==> config.mk <==
export PLATFORM = sky130hd
export DESIGN_NAME = vend_change_ctrl
export DESIGN_NICKNAME = d
export VERILOG_FILES = /design/src/rtl/vend_pkg.sv /design/src/rtl/vend_change_ctrl_price_lut.sv /design/src/rtl/vend_change_ctrl.sv
export SDC_FILE = /design/constraint.sdc
export NUM_CORES = 1
export LEC_CHECK = 0
export ABC_CLOCK_PERIOD_IN_PS = 3300
export BUFFER_PORTS_ARGS = -buffer_cell sky130_fd_sc_hd__buf_2
export CORE_MARGIN = 10
export CORE_UTILIZATION = 40
export CTS_CLUSTER_DIAMETER = 40
export CTS_CLUSTER_SIZE = 8
export DETAILED_ROUTE_END_ITERATION = 12
export PLACE_DENSITY = 0.74
export SLEW_MARGIN = 5
export SYNTH_ARGS = -nofsm -noshare
export SYNTH_HDL_FRONTEND = slang
export SYNTH_SLANG_ARGS = --single-unit
==> constraint.sdc <==
create_clock -name clk -period 3.3 [get_ports clk]
set_input_delay 0.99 -clock clk [delete_from_list [all_inputs] [get_ports clk]]
set_output_delay 0.99 -clock clk [all_outputs]
set_load 0.01 [all_outputs]
==> src/rtl/vend_pkg.sv <==
// vend_pkg: shared state encoding and price-table helper for the vending controller.
package vend_pkg;
    typedef enum logic [1:0] {IDLE, CREDIT, VEND, CHANGE} state_e;

    localparam int MAX_ITEMS = 16;
    localparam int MAX_CW    = 32;

    // Table is zero-extended to the widest supported shape so one function serves every instance.
    function automatic logic [MAX_CW-1:0] price_of(
        input logic [MAX_ITEMS*MAX_CW-1:0] prices,
        input int                          cw,
        input int                          id
    );
        logic [MAX_CW-1:0] p;
        logic [8:0]        idx;
        p = '0;
        for (int b = 0; b < MAX_CW; b++) begin
            idx = 9'(id * cw + b);
            if (b < cw) p[b] = prices[idx];
        end
        return p;
    endfunction
endpackage

==> src/rtl/vend_change_ctrl_price_lut.sv <==
// vend_price_lut: combinational price lookup with item-index range check.
module vend_price_lut
    import vend_pkg::*;
#(
    parameter int                      NUM_ITEMS = 4,
    parameter int                      CW        = 8,
    parameter int                      IW        = 2,
    parameter logic [NUM_ITEMS*CW-1:0] PRICES    = '0
) (
    input  logic [IW-1:0] id,
    output logic [CW-1:0] price,
    output logic          in_range
);
    logic [MAX_ITEMS*MAX_CW-1:0] table_ext;
    logic [MAX_CW-1:0]           p_full;

    assign table_ext = (MAX_ITEMS*MAX_CW)'(PRICES);
    assign p_full    = price_of(table_ext, CW, int'(id));
    assign price     = p_full[CW-1:0];
    assign in_range  = 32'(id) < NUM_ITEMS;

    if (CW < MAX_CW) begin : g_pad
        logic unused_hi;
        assign unused_hi = ^p_full[MAX_CW-1:CW];
    end
endmodule

==> src/rtl/vend_change_ctrl.sv <==
// vend_change_ctrl: coin credit accumulator, priced selection, dispense pulse and change handshake.
module vend_change_ctrl
    import vend_pkg::*;
#(
    parameter int                      NUM_ITEMS = 4,
    parameter int                      CW        = 8,
    parameter logic [NUM_ITEMS*CW-1:0] PRICES    = {8'd5, 8'd4, 8'd3, 8'd2},
    localparam int                     IW        = (NUM_ITEMS > 1) ? $clog2(NUM_ITEMS) : 1
) (
    input  logic          clk,
    input  logic          reset,
    input  logic          coin_valid,
    input  logic [CW-1:0] coin_value,
    input  logic          sel_valid,
    input  logic [IW-1:0] sel_id,
    input  logic          cancel,
    input  logic          change_ready,
    output logic [CW-1:0] credit,
    output logic          coin_reject,
    output logic          sel_err,
    output logic          dispense_valid,
    output logic [IW-1:0] dispense_id,
    output logic          change_valid,
    output logic [CW-1:0] change_amt,
    output logic          busy
);
    state_e        state_q, state_d;
    logic [CW-1:0] credit_q, credit_d, amt_q, amt_d;
    logic [IW-1:0] id_q, id_d;
    logic          coin_reject_q, coin_reject_d, sel_err_q, sel_err_d;
    logic [CW-1:0] price;
    logic          in_range, sel_ok;
    logic [CW:0]   sum;

    vend_price_lut #(.NUM_ITEMS(NUM_ITEMS), .CW(CW), .IW(IW), .PRICES(PRICES)) u_lut (
        .id       (sel_id),
        .price    (price),
        .in_range (in_range)
    );

    assign sum    = {1'b0, credit_q} + {1'b0, coin_value};
    assign sel_ok = sel_valid && in_range && (credit_q >= price);

    always_comb begin
        state_d       = state_q;
        credit_d      = credit_q;
        amt_d         = amt_q;
        id_d          = id_q;
        coin_reject_d = 1'b0;
        sel_err_d     = 1'b0;
        case (state_q)
            IDLE, CREDIT: begin
                if (cancel && state_q == CREDIT) begin
                    state_d       = CHANGE;
                    amt_d         = credit_q;
                    coin_reject_d = coin_valid;
                end else if (sel_ok) begin
                    state_d       = VEND;
                    id_d          = sel_id;
                    credit_d      = credit_q - price;
                    coin_reject_d = coin_valid;
                end else begin
                    // A refused selection does not consume the cycle, so a coin is still taken.
                    sel_err_d = sel_valid;
                    if (coin_valid && sum[CW]) begin
                        coin_reject_d = 1'b1;
                    end else if (coin_valid) begin
                        credit_d = sum[CW-1:0];
                        state_d  = (sum[CW-1:0] == '0) ? IDLE : CREDIT;
                    end
                end
            end
            VEND: begin
                coin_reject_d = coin_valid;
                sel_err_d     = sel_valid;
                amt_d         = credit_q;
                state_d       = (credit_q != '0) ? CHANGE : IDLE;
            end
            default: begin
                coin_reject_d = coin_valid;
                sel_err_d     = sel_valid;
                state_d       = change_ready ? IDLE : CHANGE;
                credit_d      = change_ready ? '0 : credit_q;
            end
        endcase
    end

    always_ff @(posedge clk) begin
        if (reset) begin
            state_q       <= IDLE;
            credit_q      <= '0;
            amt_q         <= '0;
            id_q          <= '0;
            coin_reject_q <= 1'b0;
            sel_err_q     <= 1'b0;
        end else begin
            state_q       <= state_d;
            credit_q      <= credit_d;
            amt_q         <= amt_d;
            id_q          <= id_d;
            coin_reject_q <= coin_reject_d;
            sel_err_q     <= sel_err_d;
        end
    end

    assign credit         = credit_q;
    assign coin_reject    = coin_reject_q;
    assign sel_err        = sel_err_q;
    assign dispense_valid = (state_q == VEND);
    assign dispense_id    = id_q;
    assign change_valid   = (state_q == CHANGE);
    assign change_amt     = amt_q;
    assign busy           = dispense_valid || change_valid;
endmodule

==> impl_summary.log <==
INFO  metric outcome = complete, no violations
INFO  metric smallest_setup_slack_after_layout = 0.4837 ns
INFO  metric yosysWarningCount = 0
INFO  metric setup.reg_to_reg.worst_slack = 0.79 ns
INFO  metric gp_congestion = 0.9039
INFO  metric drt_first_iter_violations = 105
INFO  metric maxCapViolations = 0
INFO  metric data_arrival_time_at_the_worst_slack_endpoint = 2.99 ns
INFO  metric fp-row-count = 22
INFO  metric ys_top_cells_by_area = dfxtp_1, ha_1, mux2i_1
INFO  metric clk_transition_reported_paths = 0.08 ns
INFO  metric final.fill_count = 371
INFO  metric post-place-ws = 0.1994 ns
INFO  metric syn2layout_area_growth = 17.58%
INFO  metric drive_gt1_frac = 0.2748
INFO  metric timing_max_transition_violations_final = 0
INFO  metric critPathMaxFanout = 10
INFO  metric h-tree-depth = 1
INFO  metric floorplan.io_pins = 39
INFO  metric post_drt_wl_per_cell = 15.47 um
INFO  metric endpoint = credit[4]$_SDFFE_PP0P_
INFO  metric route.final.wire_length = 4.177 mm
INFO  metric numPortBuffers = 38
INFO  metric rr_endpoint = credit[1]$_SDFFE_PP0P_
INFO  metric syn_area_per_cell = 8.704 um2
INFO  metric worstSetupEndpointType = register
INFO  metric dp_hpwl = 3.377 mm
INFO  metric tritoncts.num_buffers = 3
INFO  metric report.final.setup_viol = 0
INFO  metric tightest_slew = 0.4476 ns
INFO  metric final_common_cell = buf_2
INFO  metric category_of_the_most_critical_setup_path = in -> reg
INFO  metric skew = 0.005470 ns
INFO  metric fp.dieH = 83.28 um
INFO  metric postSynthCellCount = 184
INFO  metric period_minus_slack = 2.816 ns
INFO  metric drt-met1-wl = 1.944 mm
INFO  metric cts_sinks = 22
INFO  metric postSynth.asyncResetShare = 0
INFO  metric yosysSeqAreaShare = 0.2750
INFO  metric detail_route.vias_per_cell = 5.544
INFO  metric number_of_antenna_violations_at_the_first_check_in_global_routing = 0
INFO  metric clock_tree.buffer_depth = 2
INFO  metric synth.top_cell.area_share = 0.2750
INFO  metric ctsRootBufferMaster = clkbuf_8
INFO  metric postCtsSetupRepairBufs = 0
INFO  metric first_pass_iters = 4
INFO  metric initial_standard_cell_utilization_of_the_core = 0.4247
INFO  metric final_nets = 252
INFO  metric p_total = 1.656 mW
INFO  metric global_route_wire_length_before_repair = 7.093 mm
INFO  metric antenna-diode-count = 0
INFO  metric setup.worst_path.start = sel_id[0]
INFO  metric rsz0062_at_grt = false
INFO  metric first_global_vias = 1,493
INFO  metric final.period_utilization = 0.8534
INFO  metric worstPathRequired = 3.48 ns
INFO  metric finalHoldViolCount = 0
INFO  metric rr_worst_depth = 9
INFO  metric synthDominantAreaCellType = dfxtp_1
INFO  metric synth_nets = 213
INFO  metric die_width = 83.28 um
INFO  metric max-vdd-ir-drop = 0.3955 mV
INFO  metric finalSetupTns = 0 ns
INFO  metric route.met3.wl = 378 um
INFO  metric grt_util_all_layers = 0.1176
INFO  metric synth_edf_count = 0
INFO  metric fmax = 0.3551 GHz
INFO  metric timing.critical_path.from_type = input pin
INFO  metric ant_nets = 0
INFO  metric grt_start_max_net_pins = 20
INFO  metric clk_latency = 0.27 ns
INFO  metric holdCritPathClass = reg -> reg
INFO  metric grt-ovfl-total = 0
INFO  metric powerDensity = 879.5 nW/um2
INFO  metric cts_tree = done
INFO  metric postCtsHoldBufs = 0
INFO  metric detail_route.drc_violations = 0
INFO  metric top_signal_layer_used = met4
INFO  metric dr_wl_met2 = 1.786 mm
INFO  metric post_cts_resized = 0
INFO  metric yosys_register_bits = 22
INFO  metric static-leakage-power = 0.8675 nW
INFO  metric die_area = 6935 um2
INFO  metric worst_slew_margin_rel = 0.7016
INFO  metric hold-worst-slack = 0.4641 ns
INFO  metric synth.lib_cells_used.distinct = 58
INFO  metric regToRegStartpoint = credit[0]$_SDFFE_PP0P_
INFO  metric highest_count_cells_in_the_layout_ignoring_fill_and_taps = buf_2, dfxtp_1, nor2_1
INFO  metric netlist_area = 1602 um2
INFO  metric coreArea = 3771 um2
INFO  metric detailroute.via_count = 1,497
INFO  metric synth_flop_cell = dfxtp_1
INFO  metric layout.core_utilization = 0.4993
[power by group]
group          switching, mW  internal, mW  total [mW]
registers              0.117         0.342       0.459
clock network         0.0887         0.106       0.195
logic                  0.548         0.454        1.00
[registers in the layout, summed over array words and instances (netlist names)]
name and count:
sel_err 1, dispense_id 2, change_amt 8, state_q 2, coin_reject 1, credit 8
[area by class of cell]
type	instances	area, um2	share of cell area
multi-input combinational	145	1077	0.5721
sequential	22	440.4	0.2339
timing repair buffer	41	212.7	0.1130
tap	48	60.06	0.03189
clock buffer	4	55.05	0.02924
inverter	10	37.54	0.01993
[Yosys cell counts, types with 2 or more instances]
cell type / instances
dfxtp_1: 22
nor2_1: 21
nand2_1: 14
a21oi_1: 11
ha_1: 11
inv_1: 10
mux2i_1: 8
o21ai_0: 6
nand3_1: 5
xnor2_1: 5
a22o_1: 4
nand2b_1: 4
nor2b_1: 4
clkbuf_1: 3
o211ai_1: 3
o21ai_1: 3
xor2_1: 3
a21boi_1: 2
buf_2: 2
fa_1: 2
nor4_1: 2
o211a_1: 2
o22ai_1: 2
[kinds of logic (layout without fill, tap and decap cells)]
logic type      Yosys count  after routing  share of synthesized area
compound gates           52             52                     0.2563
xor+xnor                  8              8                    0.04375
fa+ha+maj                13             13                     0.1109
buf+inv                  17             55                    0.05234
flops                    22             22                     0.2750
mux                       8              8                    0.05000
simple gates             64             64                     0.2117
[stage by stage]
| stage | cell area, um2 | cells |
|---|---|---|
| 6_report | 1883 | 270 |
| 4_1_cts | 1883 | 270 |
| 3_5_place_dp | 1828 | 266 |
| 3_3_place_gp | 1828 | 266 |
| 2_1_floorplan | 1602 | 184 |
| 5_1_grt | 1883 | 270 |
[how the worst min path moves through the flow]
| stage | from | endpoint | slack (ns) | depth (start not counted) |
|---|---|---|---|---|
| floorplan | dispense_id[1]$_SDFFE_PP0P_ | dispense_id[1]$_SDFFE_PP0P_ | 0.48 | 2 |
| global placement | dispense_id[1]$_SDFFE_PP0P_ | dispense_id[1]$_SDFFE_PP0P_ | 0.44 | 2 |
| detailed placement | dispense_id[0]$_SDFFE_PP0P_ | dispense_id[0]$_SDFFE_PP0P_ | 0.45 | 2 |
| CTS | dispense_id[0]$_SDFFE_PP0P_ | dispense_id[0]$_SDFFE_PP0P_ | 0.46 | 2 |
| global route | dispense_id[0]$_SDFFE_PP0P_ | dispense_id[0]$_SDFFE_PP0P_ | 0.48 | 2 |
| finish | dispense_id[0]$_SDFFE_PP0P_ | dispense_id[0]$_SDFFE_PP0P_ | 0.46 | 2 |
[routing by layer]
metal | vias to the layer above | track usage
li1 | 741 | -
met1 | 677 | 0.1526
met2 | 69 | 0.1774
met3 | 10 | 0.04395
met4 | 0 | 0.02923
met5 | - | 0
[worst max-delay path, stage by stage]
cell      delay [ns]
buf_2           0.10
ha_1            0.22
fa_1            0.44
a21boi_1        0.16
o211a_1         0.25
nand2b_1        0.16
buf_4           0.17
nor2_1          0.17
a21boi_1        0.11
o32ai_2         0.20
(Power assumes the default switching activity.)
